$ cat config.mk
export PLATFORM = sky130hd
export DESIGN_NAME = rf_wb_arbiter
export DESIGN_NICKNAME = d
export VERILOG_FILES = /design/src/rtl/rf_wb_arbiter.sv
export SDC_FILE = /design/constraint.sdc
export NUM_CORES = 1
export LEC_CHECK = 0
export CORE_MARGIN = 3
export CORE_UTILIZATION = 37
export DETAILED_ROUTE_END_ITERATION = 7
export PLACE_DENSITY_LB_ADDON = 0.15
export SETUP_SLACK_MARGIN = 0.4
export SLEW_MARGIN = 20
export SYNTH_ARGS = -nofsm -noshare
export SYNTH_HDL_FRONTEND = slang
export SYNTH_SLANG_ARGS = --single-unit
$ cat constraint.sdc
create_clock -name clk -period 1.6 [get_ports clk]
set_input_delay 0.32 -clock clk [delete_from_list [all_inputs] [get_ports clk]]
set_output_delay 0.32 -clock clk [all_outputs]
set_load 0.01 [all_outputs]
$ cat src/rtl/rf_wb_arbiter.sv
// Round-robin arbiter for the single register-file write port, with an
// optional post-reset scrub that writes zero to x1..x31 before any grant.
module rf_wb_arbiter #(
    parameter int NUM_REQ   = 2,
    parameter int DATA_W    = 64,
    parameter bit INIT_ZERO = 1'b1
) (
    input  logic                      clk,
    input  logic                      rst_n,
    input  logic [NUM_REQ-1:0]        req_valid,
    output logic [NUM_REQ-1:0]        req_ready,
    input  logic [5*NUM_REQ-1:0]      req_rd,
    input  logic [DATA_W*NUM_REQ-1:0] req_data,
    output logic                      rf_we,
    output logic [4:0]                rf_rd,
    output logic [DATA_W-1:0]         rf_data,
    output logic                      init_done,
    output logic                      busy
);

    localparam int PTR_W = (NUM_REQ > 1) ? $clog2(NUM_REQ) : 1;

    // Handshake: a write transfers on a posedge where req_valid[i] & req_ready[i];
    // ready is a combinational grant, at most one bit, only in RUN.
    typedef enum logic {INIT, RUN} state_t;

    state_t             state, state_next;
    logic [4:0]         cnt;
    logic [PTR_W-1:0]   rr_ptr;
    logic [PTR_W-1:0]   winner;
    logic [PTR_W-1:0]   ptr_next;
    logic               grant_any;
    logic [4:0]         sel_rd;
    logic [DATA_W-1:0]  sel_data;
    int                 idx;

    always_ff @(posedge clk) begin
        if (!rst_n) begin
            state <= INIT_ZERO ? INIT : RUN;
        end else begin
            state <= state_next;
        end
    end

    always_comb begin
        state_next = state;
        if (state == INIT && cnt == 5'd31) begin
            state_next = RUN;
        end
    end

    // Search upward from rr_ptr, wrapping, for the first valid requester.
    always_comb begin
        grant_any = 1'b0;
        winner    = '0;
        idx       = 0;
        req_ready = '0;
        if (state == RUN) begin
            for (int k = 0; k < NUM_REQ; k++) begin
                idx = (int'(rr_ptr) + k) % NUM_REQ;
                if (!grant_any && req_valid[idx]) begin
                    grant_any = 1'b1;
                    winner    = PTR_W'(idx);
                end
            end
        end
        if (grant_any) begin
            req_ready[winner] = 1'b1;
        end
    end

    always_comb begin
        sel_rd   = '0;
        sel_data = '0;
        for (int i = 0; i < NUM_REQ; i++) begin
            if (winner == PTR_W'(i)) begin
                sel_rd   = req_rd[5*i +: 5];
                sel_data = req_data[DATA_W*i +: DATA_W];
            end
        end
        ptr_next = (winner == PTR_W'(NUM_REQ - 1)) ? '0 : winner + 1'b1;
    end

    always_ff @(posedge clk) begin
        if (!rst_n) begin
            cnt     <= 5'd1;
            rr_ptr  <= '0;
            rf_we   <= 1'b0;
            rf_rd   <= '0;
            rf_data <= '0;
        end else if (state == INIT) begin
            rf_we   <= 1'b1;
            rf_rd   <= cnt;
            rf_data <= '0;
            cnt     <= cnt + 5'd1;
        end else if (grant_any) begin
            // rd=0 is consumed without a write; index and data still update.
            rf_we   <= (sel_rd != 5'd0);
            rf_rd   <= sel_rd;
            rf_data <= sel_data;
            rr_ptr  <= ptr_next;
        end else begin
            rf_we   <= 1'b0;
        end
    end

    assign init_done = (state == RUN);
    assign busy      = (state == INIT);

endmodule
After elaboration in Yosys (flattened, before gate mapping)
Index checks and enable logic that the tools add are counted.

storage, ports and cells
  bits in registers = 77
  output and inout port bits = 74
  logic and storage cells = 46

operators by class
  add/sub/neg operators = 3
  bitwise operators = 2
  equal/unequal tests = 2
  reductions and logical operators = 7
  $lt $le $gt $ge = 4
  mux-type cells = 22

operator list
  operator                                                              number
  64-bit two-way mux                                                    1
  1-bit two-way mux                                                     16
  5-bit two-way mux                                                     3
  5-bit by 1-bit adder with 5-bit output, second input constant         1
  5-bit == test, second input constant                                  1
  5-bit nonzero test                                                    1
  1-bit by 2-bit < comparator with 1-bit output, second input constant  2
  2-bit AND reduction                                                   2
  1-bit logical AND                                                     3
  2-bit by 3-bit < comparator with 1-bit output, second input constant  1
  1-bit adder, second input constant                                    2
  2-bit two-way mux                                                     1
  2-bit by 1-bit != test with 1-bit output, second input constant       1
  1-bit AND, first input constant                                       1
  1-bit demux with 1-bit select                                         1
  1-bit greater-or-equal comparator, second input constant              1
  1-bit logical NOT                                                     1
  1-bit NOT                                                             1

Logic depth before layout (Yosys ltp)
Gate-level depths: netlist (run 1).

  depth after elaboration = 13
  gate-level depth with buffers = 8

Worst setup path after synthesis (run 1)
No wires, ideal clock.

  path kind = input-to-output
  from = input req_valid[0]
  to = output req_ready[0]
  data arrival time = 1.120 ns
  path slack = 0.160 ns
  stages on the path = 6
  required time = 1.280 ns
  cell sequence = buf_6 > nand2b_2 > nand3_2 > inv_2 > buf_2 > nor3_1

between the ends
  cells in the longest elaborated chain, start to end = 13
  elaborated cells on any way between the ends = 20
  classes of those cells = order compare: 2; mux: 15; reduce/logical: 3

RTL lines
  element                                                                                                                          RTL line  text
  start: declaration                                                                                                               10        input logic [NUM_REQ-1:0] req_valid,
  1-bit two-way mux (not written as such) (2 in series)                                                                            61        if (!grant_any && req_valid[idx]) begin
  1-bit two-way mux                                                                                                                61
  1-bit two-way mux                                                                                                                58        if (state == RUN) begin
  1-bit logical NOT                                                                                                                61
  1-bit logical AND                                                                                                                61
  1-bit two-way mux                                                                                                                61
  1-bit two-way mux                                                                                                                58
  1-bit by 2-bit < comparator with 1-bit output (not written as such) / 1-bit greater-or-equal comparator (equally long branches)  68        req_ready[winner] = 1'b1;
  1-bit logical AND (not written as such)                                                                                          68
  1-bit two-way mux (not written as such)                                                                                          68
  1-bit demux with 1-bit select                                                                                                    68
  2-bit two-way mux *                                                                                                              67        if (grant_any) begin
  end: declaration                                                                                                                 11        output logic [NUM_REQ-1:0] req_ready,

Every way passes the cells marked *; elsewhere a longest branch is shown, timed or not. The select of a mux whose other input is x is not followed.

Worst setup path after layout (run 1)
  from = register rr_ptr
  to = register rf_data[9]

between the ends
  cells in the longest elaborated chain, start to end = 9
  elaborated cells on any way between the ends = 16
  classes of those cells = add/sub: 1; mux: 13; reduce/logical: 2

RTL lines
  element                                                RTL line  text
  start: declaration                                     29        logic [PTR_W-1:0] rr_ptr;
  start signal: assignment                               101       rr_ptr <= ptr_next;
  1-bit two-way mux (not written as such) (2 in series)  61
  1-bit two-way mux                                      61
  1-bit two-way mux                                      58
  1-bit logical NOT                                      61
  1-bit logical AND                                      61
  1-bit two-way mux                                      61
  1-bit two-way mux                                      58
  64-bit two-way mux                                     76        if (winner == PTR_W'(i)) begin
  end signal: assignment                                 100       rf_data <= sel_data;
  end: declaration                                       16        output logic [DATA_W-1:0] rf_data,

Several ways; a longest one is shown, not always the timed one. The select of a mux whose other input is x is not followed.
A chain may end at the register's enable or synchronous reset.

==> impl_metrics.csv, run 1 <==
group,metric,value,unit
yosys,synth_fp_nets,581,
power,switching_share,20.9,%
global_routing,track_usage,27.7,%
finish,final_cell_mix,"clkdlybuf4s50_1 (139), nand2_1 (134), buf_2 (71)",
timing,slew_headroom,76.2,%
die,die_area,10500,sq um
power,leakage,3.10,nW
timing,rsz0062_at_grt,"true",
yosys,synth_area,3440,sq um
route,drcViolationCount,0,
timing,tns,0,ns
global_routing,antenna_found_initial,0,
place,port-buffer-count,215,
flow_run,drv_cap,0,
setup_path,rrSetupSlack,0.004,ns
global_routing,grt_first_pass_wirelength,22400,um
setup_path,crit_type,"flip-flop to flip-flop",
clock_network,cts.clk_slew.worst_paths,0.08,ns
yosys,yosysUniqueCellTypes,38,
clock_network,numClockSinks,77,
yosys,avgSynthCellArea,7.87,sq um
route,drtPass1Iterations,4,
route,vias_per_cell,5.58,
clock_network,cts_buffers,9,
die,initial_utilization,38.7,%
route,wl,17100,um
timing,post-route-period-util,99.8,%
place,dp_hpwl,8820,um
yosys,yosys_warnings,0,
setup_path,cp-end-kind,"flip-flop",
setup_path,r2r_cells,7,
clock_network,insertion_delay,0.35,ns
power,power.density,586,nW/um^2
power,p_total,4.40,mW
run_status,status,"finished clean",
setup_path,arrival,1.86,ns
finish,areaGrowthSynthToFinish,118,%
finish,antenna_cells,0,
setup_path,cp_data_required_time,1.86,ns
route,ant_nets,0,
yosys,synth_cells,437,
die,top_level_ports,216,
power,pwr-share-comb,12.6,%
die,die_w,102,um
worst_hold_path,hp-class,"flip-flop to flip-flop",
clock_network,cts_tree,"built",
yosys,ys_seq_area_share,44.8,%
finish,nets,857,
global_routing,grt_max_degree,49,
place,place.gp.congestion,0.899,
global_routing,grt_pass1_vias,4430,
yosys,ys_ff_latch,77,
die,dieHeight,102,um
power,p_clk_share,43.2,%
timing,finalCriticalPeriod,1.60,ns
timing,fmax,0.626,GHz
clock_network,cts_root_buffer,"clkbuf_8",
route,drt-initial-drc-count,192,
power,p_int,3.48,mW
global_routing,grt.overflow.total,0,
timing,skew,0.00636,ns
timing,finalHoldViolations,0,
worst_hold_path,hold_depth,2,
finish,drive_above_1_share,43.4,%
setup_path,cp-start-kind,"flip-flop",
timing,final-max-slew-violation-count,0,
finish,mostFrequentLayoutCell,"clkdlybuf4s50_1",
power,seq_power_share,44.2,%
die,core_region_area,8890,sq um
route,wl_per_cell,20.7,um
clock_network,ctsLongestPathBuffers,2,
clock_network,htreeDepth,3,
clock_network,ctsHoldBuffers,0,
timing,setup_violations,0,
die,rows,34,
timing,tightest_slew,0.352,ns
route,routed-via-count,4607,
place,dpl.cell_count,749,
power,power_switching,0.918,mW
power,ir_drop,0.552,mV
finish,final_cells,825,
setup_path,crit_fanout,16,
-- critical path, stage by stage (launching register included) --
cell and delay [ns]:
dfxtp_2 0.33, nand2b_4 0.16, nand3_4 0.09, buf_4 0.13, buf_8 0.12, bufbuf_16 0.30
nand2_1 0.14, a31oi_4 0.24
-- synthesized netlist by cell type (all sizes together) --
| cell | count | area share (%) |
|---|---|---|
| xnor2 | 2 | 0.51 |
| a21boi | 1 | 0.22 |
| mux2 | 3 | 0.98 |
| o41ai | 2 | 0.51 |
| o21ai | 66 | 9.6 |
| a31oi | 66 | 12 |
| nor3 | 2 | 0.29 |
| o211a | 1 | 0.29 |
| dfxtp | 77 | 45 |
| a21oi | 4 | 0.58 |
| nand3 | 1 | 0.29 |
| o221ai | 3 | 0.76 |
| o211ai | 1 | 0.22 |
| nand2 | 134 | 15 |
| nand4 | 1 | 0.18 |
| nor2 | 4 | 0.51 |
| or2b | 1 | 0.22 |
| ha | 2 | 0.73 |
| nor2b | 4 | 0.73 |
| a21o | 3 | 0.65 |
| nand2b | 3 | 0.62 |
| a211oi | 1 | 0.22 |
| buf | 32 | 6.5 |
| inv | 3 | 0.33 |
| and2 | 3 | 0.55 |
| o22ai | 3 | 0.55 |
| and3 | 1 | 0.18 |
| xor2 | 1 | 0.25 |
| clkbuf | 7 | 0.76 |
| o31ai | 1 | 0.22 |
| mux2i | 3 | 0.87 |
| o21a | 1 | 0.22 |
-- cell type report --
cell class / instances / area [sq um]
flip-flops and latches: 77 / 1590
repair buffers: 304 / 3260
clock buffers: 12 / 166
well taps: 108 / 135
clock inverters: 3 / 90.1
fillers: 497 / 1390
multi-input cells: 318 / 2240
inverters: 3 / 21.3
-- path summary, 6_finish.rpt --
check | start | to
worst min register to register | rf_data[63] | rf_data[63]
worst max register to register | rr_ptr | rf_data[9]
worst max-delay path | rr_ptr | rf_data[9]
worst min-delay path | rf_data[63] | rf_data[63]
-- metrics by stage --
| step | instance area, sq um | hold WS [ns] | setup WS (ns) | util, % |
|---|---|---|---|---|
| after floorplan | 3490 | 0.462 | 0.313 | - |
| after global placement | 5830 | 0.494 | -0.479 | 65.6 |
| after detailed placement | 5830 | 0.493 | -0.506 | 65.6 |
| after CTS | 6720 | 0.511 | 0.0980 | 75.5 |
| after global routing | 7510 | 0.510 | -0.0264 | 84.4 |
| final | 7510 | 0.509 | 0.00369 | 84.4 |
-- power groups by stage --
stage	logic [mW]	registers (mW)	clock network [mW]
floorplan	0.0986	1.99	0
global placement	0.490	1.99	0
detailed placement	0.497	1.99	0
CTS	0.512	1.94	1.90
global route	0.585	1.94	2.01
finish	0.554	1.94	1.90
-- cells by family after synthesis --
kind of cell / share of synthesized area (%)
simple gates: 18.2
fa+ha+maj: 0.727
flops: 44.8
mux: 1.86
xor+xnor: 0.764
buf+inv: 7.60
compound gates: 26.0
-- state kept, by name, summed over array words and instances (netlist names) --
name       count
rf_data       64
cnt            5
rf_rd          5
init_done      1
rf_we          1
rr_ptr         1
-- routing by layer --
layer	track usage, %	up-vias	wire (um)
li1	-	2108	-
met1	30.5	2182	6290
met2	51.2	252	8780
met3	6.35	65	1270
met4	10.6	0	782
met5	0	-	0
-- repair_timing --
item	CTS	global route
gates cloned	16	7
resized for setup	400	110
pin swaps	4	4
setup endpoints to repair	146	77
setup buffers	30	8
No activity file was read; power rests on OpenSTA's default activity.
==> run 2, diff against run 1 <==
- CORE_UTILIZATION: 37 -> 25
==> run 2 against run 1 <==
Against the previous run:
- total power shrank 1.7%
- clock skew shrank 0.00076 ns
- cell count grew 1.3%
- maximum frequency grew 7.5%
- die area grew 45%
- utilization shrank 38 points
- worst setup slack gained 0.11 ns
- routed wire length shrank 23%
- global-route usage shrank 12 points
==> impl_metrics.csv, run 2 (synthesized netlist as in run 1, its figures left out) <==
group,metric,value,unit
run_status,status,"finished clean",
place,port-buffer-count,215,
clock_network,ctsLongestPathBuffers,2,
power,power.density,702,nW/um^2
global_routing,grt_first_pass_wirelength,19100,um
finish,regMostFlops,"rf_data",
timing,whs,0.500,ns
clock_network,insertion_delay,0.34,ns
timing,rsz0062_at_grt,"true",
route,wl,13100,um
timing,post-route-period-util,92.8,%
finish,reg_top3,"rf_data: 64 flops, cnt: 5 flops, rf_rd: 5 flops",
clock_network,ctsHoldBuffers,0,
finish,final_cell_mix,"clkdlybuf4s50_1 (139), nand2_1 (134), dfxtp_1 (74)",
die,die_w,123,um
clock_network,cts_buffers,9,
finish,drive_above_1_share,10.0,%
timing,final-max-slew-violation-count,0,
setup_path,arrival,1.17,ns
place,dpl.cell_count,811,
setup_path,cp_data_required_time,1.28,ns
flow_run,drv_cap,0,
clock_network,cts_root_buffer,"clkbuf_16",
finish,antenna_cells,0,
power,ir_drop,0.355,mV
die,dieHeight,123,um
die,initial_utilization,25.8,%
clock_network,cts_tree,"built",
global_routing,track_usage,15.9,%
route,vias_per_cell,4.78,
place,dp_hpwl,8630,um
die,rows,42,
route,drt-initial-drc-count,170,
route,routed-via-count,3997,
clock_network,cts.clk_slew.worst_paths,0.06,ns
die,die_area,15200,sq um
timing,tightest_slew,0.446,ns
die,core_region_area,13300,sq um
setup_path,cp-start-kind,"flip-flop",
clock_network,numClockSinks,77,
route,drcViolationCount,0,
setup_path,crit_fanout,3,
global_routing,antenna_found_initial,0,
timing,finalCriticalPeriod,1.49,ns
timing,skew,0.00559,ns
route,wl_per_cell,15.7,um
global_routing,grt_max_degree,69,
clock_network,htreeDepth,3,
timing,finalHoldViolations,0,
route,ant_nets,0,
finish,largest_register_ffs,64,
finish,mostFrequentLayoutCell,"clkdlybuf4s50_1",
global_routing,grt_pass1_vias,3858,
route,highest_layer,"met4",
power,leakage,2.73,nW
global_routing,grt.overflow.total,0,
place,place.gp.congestion,0.822,
route,met3WireLength,1200,um
setup_path,cp-end-kind,"output port",
route,met1_length,5390,um
timing,fmax,0.673,GHz
setup_path,crit_type,"flip-flop to output port",
finish,areaGrowthSynthToFinish,78.8,%
die,top_level_ports,216,
route,drtPass1Iterations,4,
finish,final_cells,836,
finish,nets,801,
worst_hold_path,hp-class,"flip-flop to flip-flop",
route,wl_met2,6210,um
timing,setup_violations,0,
timing,slew_headroom,70.2,%
-- run 2: layout make-up --
| cell class | instances | area [sq um] |
|---|---|---|
| Clock buffer | 12 | 256 |
| Clock inverter | 2 | 10.0 |
| Fill cell | 1385 | 7200 |
| Inverter | 3 | 13.8 |
| Multi-Input combinational cell | 318 | 1670 |
| Sequential cell | 77 | 1550 |
| Tap cell | 176 | 220 |
| Timing Repair Buffer | 248 | 2430 |
-- run 2: power by group --
| part | internal [mW] | total, mW | switching [mW] |
|---|---|---|---|
| clock | 1.11 | 1.88 | 0.770 |
| combinational | 0.364 | 0.490 | 0.126 |
| sequential | 1.93 | 1.95 | 0.0146 |
-- run 2: worst max-delay path, cell delays in order, from the launching register on --
cell and delay, ns:
dfxtp_2 0.32, nand2b_4 0.14, nand3_4 0.09, inv_4 0.05
buf_4 0.12, buf_6 0.11
-- run 2: worst paths after layout --
check / endpoint / slack, ns / from / depth (start not counted)
hold / removal: rf_rd[3] / 0.50 / cnt[3] / 1
setup reg to reg: rf_rd[2] / 0.18 / init_done / 7
hold reg to reg: rf_rd[3] / 0.50 / cnt[3] / 1
setup / recovery: req_ready[1] / 0.11 / rr_ptr / 5
-- run 2: metrics by stage --
step,util (%),setup WS [ns],instance area (sq um),setup TNS (ns),power [mW]
after detailed placement,43.6,-0.531,5820,-34.69,2.48
after CTS,45.5,0.0873,6080,0,4.39
after global placement,43.6,-0.480,5820,-30.87,2.48
after floorplan,-,0.313,3490,0,2.09
after global routing,46.1,0.0427,6150,0,4.49
final,46.1,0.115,6150,0,4.32
-- run 2: what timing repair did --
action / CTS / global route
setup buffers: 7 / 2
pin swaps: 1 / 0
cloned: 0 / 2
gates resized for setup: 94 / 3
endpoints found under the setup margin: 146 / 146
-- run 2: layer usage --
metal	vias up	global-route usage, %
met5	-	0
met3	22	5.72
met4	0	6.71
met1	1841	18.6
li1	1975	-
met2	159	26.3
